**src/rtl/byte_serializer_if.sv**
```systemverilog
// Pop-side link between the byte queue and its serializing drain stage.
// The serializer is the master: it requests pops and reads occupancy and data.
interface byte_serializer_if;
  logic       dequeue_out;
  logic [3:0] len_in;
  logic [7:0] data_in;

  modport master (
    output dequeue_out,
    input  len_in,
    input  data_in
  );

  modport slave (
    input  dequeue_out,
    output len_in,
    output data_in
  );
endinterface

```
**src/rtl/byte_serializer.sv**
```systemverilog
// Drains the byte queue and sends each byte as a start/8 data (LSB first)/[even parity]/stop
// frame on serial_out, counting completed frames.
module byte_serializer #(
  parameter int unsigned BIT_CYCLES = 4,
  parameter bit          PARITY_EN  = 1'b0
) (
  input  logic                      clk_10khz,
  input  logic                      reset,
  input  logic                      enable_in,
  byte_serializer_if.master         queue_if,
  output logic                      serial_out,
  output logic                      busy_out,
  output logic [7:0]                byte_count_out
);

  localparam int unsigned CntW = (BIT_CYCLES > 1) ? $clog2(BIT_CYCLES) : 1;
  localparam logic [CntW-1:0] CntMax = CntW'(BIT_CYCLES - 1);

  typedef enum logic [2:0] {
    StIdle, StPop, StCheck, StStart, StData, StParity, StStop
  } state_e;

  state_e          state_q, state_d;
  logic [CntW-1:0] cnt_q, cnt_d;
  logic [2:0]      idx_q, idx_d;
  logic [7:0]      shreg_q, shreg_d;
  logic            par_q, par_d;
  logic [3:0]      len_snap_q, len_snap_d;
  logic            deq_q, deq_d;
  logic            ser_q, ser_d;
  logic [7:0]      count_q, count_d;
  logic            bit_end;

  always_comb begin
    state_d    = state_q;
    cnt_d      = cnt_q;
    idx_d      = idx_q;
    shreg_d    = shreg_q;
    par_d      = par_q;
    len_snap_d = len_snap_q;
    count_d    = count_q;
    bit_end    = (cnt_q == CntMax);

    if (state_q inside {StStart, StData, StParity, StStop}) begin
      cnt_d = bit_end ? '0 : cnt_q + CntW'(1);
    end

    unique case (state_q)
      StIdle: begin
        if (enable_in && (queue_if.len_in != 4'd0)) state_d = StPop;
      end
      StPop: begin
        len_snap_d = queue_if.len_in;
        state_d    = StCheck;
      end
      StCheck: begin
        // Enqueue wins a collision, so only a drop by exactly one proves the pop happened.
        if ((len_snap_q != 4'd0) && (queue_if.len_in == len_snap_q - 4'd1)) begin
          shreg_d = queue_if.data_in;
          par_d   = ^queue_if.data_in;
          cnt_d   = '0;
          state_d = StStart;
        end else begin
          state_d = StIdle;
        end
      end
      StStart: begin
        if (bit_end) begin
          idx_d   = 3'd0;
          state_d = StData;
        end
      end
      StData: begin
        if (bit_end) begin
          idx_d = idx_q + 3'd1;
          if (idx_q == 3'd7) state_d = PARITY_EN ? StParity : StStop;
        end
      end
      StParity: begin
        if (bit_end) state_d = StStop;
      end
      StStop: begin
        if (bit_end) begin
          count_d = count_q + 8'd1;
          state_d = StIdle;
        end
      end
      default: state_d = StIdle;
    endcase

    // Outputs are registered, so derive them from the state being entered.
    deq_d = (state_d == StPop);
    case (state_d)
      StStart:  ser_d = 1'b0;
      StData:   ser_d = shreg_d[idx_d];
      StParity: ser_d = par_d;
      default:  ser_d = 1'b1;
    endcase
  end

  always_ff @(posedge clk_10khz or posedge reset) begin
    if (reset) begin
      state_q    <= StIdle;
      cnt_q      <= '0;
      idx_q      <= 3'd0;
      shreg_q    <= 8'd0;
      par_q      <= 1'b0;
      len_snap_q <= 4'd0;
      deq_q      <= 1'b0;
      ser_q      <= 1'b1;
      count_q    <= 8'd0;
    end else begin
      state_q    <= state_d;
      cnt_q      <= cnt_d;
      idx_q      <= idx_d;
      shreg_q    <= shreg_d;
      par_q      <= par_d;
      len_snap_q <= len_snap_d;
      deq_q      <= deq_d;
      ser_q      <= ser_d;
      count_q    <= count_d;
    end
  end

  assign queue_if.dequeue_out = deq_q;
  assign serial_out           = ser_q;
  assign busy_out             = (state_q != StIdle);
  assign byte_count_out       = count_q;

endmodule
```
**src/flat_wrapper.sv**
```systemverilog
// flat-port wrapper written by rule: the top's interface ports become plain ports
module byte_serializer_flat 
#(
  parameter int unsigned BIT_CYCLES = 4,
  parameter bit          PARITY_EN  = 1'b0
)
  (clk_10khz, reset, enable_in, serial_out, busy_out, byte_count_out, queue_if_dequeue_out, queue_if_len_in, queue_if_data_in);
  byte_serializer_if queue_if_i ();
  input  logic clk_10khz;
  input  logic reset;
  input  logic enable_in;
  output logic serial_out;
  output logic busy_out;
  output logic [7:0] byte_count_out;
  output wire logic [$bits(queue_if_i.dequeue_out)-1:0] queue_if_dequeue_out;
  input wire logic [$bits(queue_if_i.len_in)-1:0] queue_if_len_in;
  input wire logic [$bits(queue_if_i.data_in)-1:0] queue_if_data_in;
  assign queue_if_dequeue_out = queue_if_i.dequeue_out;
  assign queue_if_i.len_in = queue_if_len_in;
  assign queue_if_i.data_in = queue_if_data_in;
  byte_serializer #(.BIT_CYCLES(BIT_CYCLES), .PARITY_EN(PARITY_EN)) u_core (.clk_10khz(clk_10khz), .reset(reset), .enable_in(enable_in), .queue_if(queue_if_i), .serial_out(serial_out), .busy_out(busy_out), .byte_count_out(byte_count_out));
endmodule
```
**config.mk**
```make
export PLATFORM = sky130hd
export DESIGN_NAME = byte_serializer_flat
export DESIGN_NICKNAME = d
export VERILOG_FILES = /design/src/rtl/byte_serializer_if.sv /design/src/rtl/byte_serializer.sv /design/src/flat_wrapper.sv
export SDC_FILE = /design/constraint.sdc
export NUM_CORES = 1
export LEC_CHECK = 0
export BUFFER_PORTS_ARGS = -buffer_cell sky130_fd_sc_hd__buf_2
export CORE_UTILIZATION = 48
export CTS_CLUSTER_SIZE = 28
export DETAILED_ROUTE_END_ITERATION = 10
export GPL_ROUTABILITY_DRIVEN = 0
export HOLD_SLACK_MARGIN = 0.06
export PLACE_DENSITY = 0.69
export RECOVER_POWER = 25
export SLEW_MARGIN = 15
export SYNTH_ARGS = -nofsm -noshare
export SYNTH_HDL_FRONTEND = slang
export SYNTH_SLANG_ARGS = --single-unit
```
**constraint.sdc**
```tcl
create_clock -name clk_10khz -period 3.1 [get_ports clk_10khz]
set_input_delay 0.775 -clock clk_10khz [delete_from_list [all_inputs] [get_ports clk_10khz]]
set_output_delay 0.775 -clock clk_10khz [all_outputs]
set_load 0.01 [all_outputs]
```
==> metrics.csv <==
metric,value,unit
worst_ep_arrival_time,2.66,ns
grt_max_degree,32,
fin_crit,2.47,ns
vias_per_cell,5.66,
gr-usage-all-layers,21.9,%
numCtsBuffers,5,
power_switching,0.554,mW
slew_headroom,-8.15,%
cts_hold_buf,0,
hold_viol_final,0,
max_freq,404,MHz
ant_nets,0,
setup_violations,0,
final.setup.tns,0,ns
cts_buffer_depth,2,
placed_area,1980,sq um
p_int,0.907,mW
grt_pass1_wl,6890,microns
finish.utilization,59.4,%
tightest_slew,1.62,ns
layout.nets,238,
p_sw_share,37.9,%
fillCellCount,305,
via_count,1495,
regArea,777,sq um
crit_type,flip-flop to flip-flop,
use_met2,35.1,%
diodes,0,
fin_crit_sh,79.8,%
drive_above_1_share,20.6,%
root_buffer,clkbuf_8,
yosysTopAreaCellShare,41.3,%
grtUsageMet1,28.7,%
drc_errors,0,
synth.distinct_cells,51,
die_h,63.5,microns
ys_ff_latch,31,
drt_first_pass_iters,4,
multi_input_area,971,sq um
violations,"capacitance limit, slew limit",
pwr_density_cell,709,nW/um^2
dp_cells,256,
overflow,0,
worst_setup_path_start_kind,flip-flop,
busiest_layer,met2,
postLayoutCellArea,2060,sq um
fin_cells,264,
pin_count,26,
seq_power_share,42.2,%
hold-worst-slack,0.467,ns
clkSlewWorstSetupHoldPaths,0.06,ns
h-tree-depth,2,
rows,21,
end_kind,flip-flop,
synth_top_flop_cell,dfrtp_1,
layout_commonest_cell,nand2_1,
start_util,52.4,%
clock-sinks,31,
synthCells,188,
rsz0062_at_grt,no,
synth-edff-count,0,
antenna_found_initial,0,
drv_slew,32,
syn-num-nets,209,
synth_warnings,0,
avgSynthCellArea,9.66,sq um
syn_area,1820,sq um
portBuffers,25,
area_growth,13.4,%
wirelength,3790,microns
grt_pass1_vias,1517,
drtIter0Drc,87,
wl_per_cell,14.4,microns
post-cts-setup-buffers,0,
p_leak,0.979,nW
cp_max_fo,8,
cts_tree,yes,
ys_seq_area_share,42.8,%
clock_power_share,20.4,%
ctsResizeCount,0,
dp_hpwl,2840,microns
core-area,3470,sq um
layout_common_cells,"nand2_1, dfrtp_1, buf_2",
fp.dieW,63.5,microns
synthTopCellsByArea,"dfrtp_1, xnor2_1, nand2_1",
status,"complete, but fails checks",
synth_top_area_cell,dfrtp_1,
die-area,4030,sq um
vdd_drop_max,0.430,mV
synthArstFlopShare,100,%
crit_required,3.28,ns
cap_violations,1,
grt_use_met3,3.99,%
skew,0.00390,ns
clk_latency,0.28,ns
hold_path_class,flip-flop to flip-flop,
combinationalPowerShare,37.4,%
[power by group through the flow]
| stage | Clock [mW] | Sequential, mW | Combinational (mW) |
|---|---|---|---|
| after floorplan | 0 | 0.578 | 0.447 |
| after global placement | 0 | 0.616 | 0.520 |
| after detailed placement | 0 | 0.619 | 0.540 |
| after CTS | 0.307 | 0.614 | 0.544 |
| after global routing | 0.333 | 0.634 | 0.613 |
| final | 0.299 | 0.617 | 0.546 |
[per-layer routing]
layer / part of all wire (%) / up-vias
met5: 0 / -
met4: 2.2 / 0
met3: 5.8 / 10
met2: 47 / 59
met1: 45 / 703
li1: - / 723
[state kept, by name, indices dropped and copies added, names as in the netlist]
register and count:
u_core.state_q 3, u_core.byte_count_out 8, u_core.idx_q 3, u_core.len_snap_q 4, u_core.serial_out 1, u_core.par_q 1
u_core.cnt_q 2, u_core.queue_if.dequeue_out 1, u_core.shreg_q 8
[worst max-delay path, stage by stage (launching register included)]
cell,delay [ns]
dfrtp_1,0.40
ha_1,0.22
inv_1,0.15
ha_1,0.26
nor3b_2,0.26
a311o_1,0.36
mux2_2,0.38
o211ai_1,0.19
a41oi_1,0.15
[cell usage after synthesis (all sizes together), types with 2 or more instances]
cell type  number
o31ai           2
or2             4
xor2            8
mux2            5
a21oi           5
o21ai           9
a211oi          2
dfrtp          30
nand3b          3
a221o           2
or3             2
nand3           5
nand2b          3
nor2            6
ha              6
o32ai           2
nand4           4
nor3b           2
xnor2          15
inv             7
nor2b           4
buf             6
nand2          34
o41ai           2
[final cells by class]
cell class / instances / area share, %
Multi-Input combinational cell: 143 / 47.1
Timing Repair Buffer: 28 / 6.98
Sequential cell: 31 / 37.7
Clock buffer: 7 / 3.70
Tap cell: 46 / 2.79
Clock inverter: 1 / 0.243
Inverter: 8 / 1.46
[final timing paths]
check,start,end,slack [ns],cells after the start
max,u_core.cnt_q[0],u_core.serial_out,0.63,8
min,u_core.byte_count_out[7],u_core.byte_count_out[7],0.47,1
max reg2reg,u_core.cnt_q[0],u_core.serial_out,0.63,8
min reg2reg,u_core.byte_count_out[7],u_core.byte_count_out[7],0.47,1
max in group asynchronous,reset,u_core.par_q,1.11,3
min in group asynchronous,reset,u_core.shreg_q[3],1.05,3
[logic make-up (layout without fill, tap and decap cells)]
family,after synthesis,after routing,synth area share [%]
xor+xnor,23,23,11.1
mux,6,6,3.65
fa+ha+maj,6,6,4.13
buf+inv,14,44,3.79
compound gates,36,36,14.1
flops,31,31,42.8
simple gates,72,72,20.5
[through the flow]
| stage | setup slack (ns) | power, mW |
|---|---|---|
| 6_report | 0.625 | 1.46 |
| 5_1_grt | 0.471 | 1.58 |
| 4_1_cts | 0.652 | 1.47 |
| 3_5_place_dp | 0.583 | 1.16 |
| 3_3_place_gp | 0.695 | 1.14 |
| 2_1_floorplan | 0.866 | 1.03 |
No activity file was read; power rests on OpenSTA's default activity.
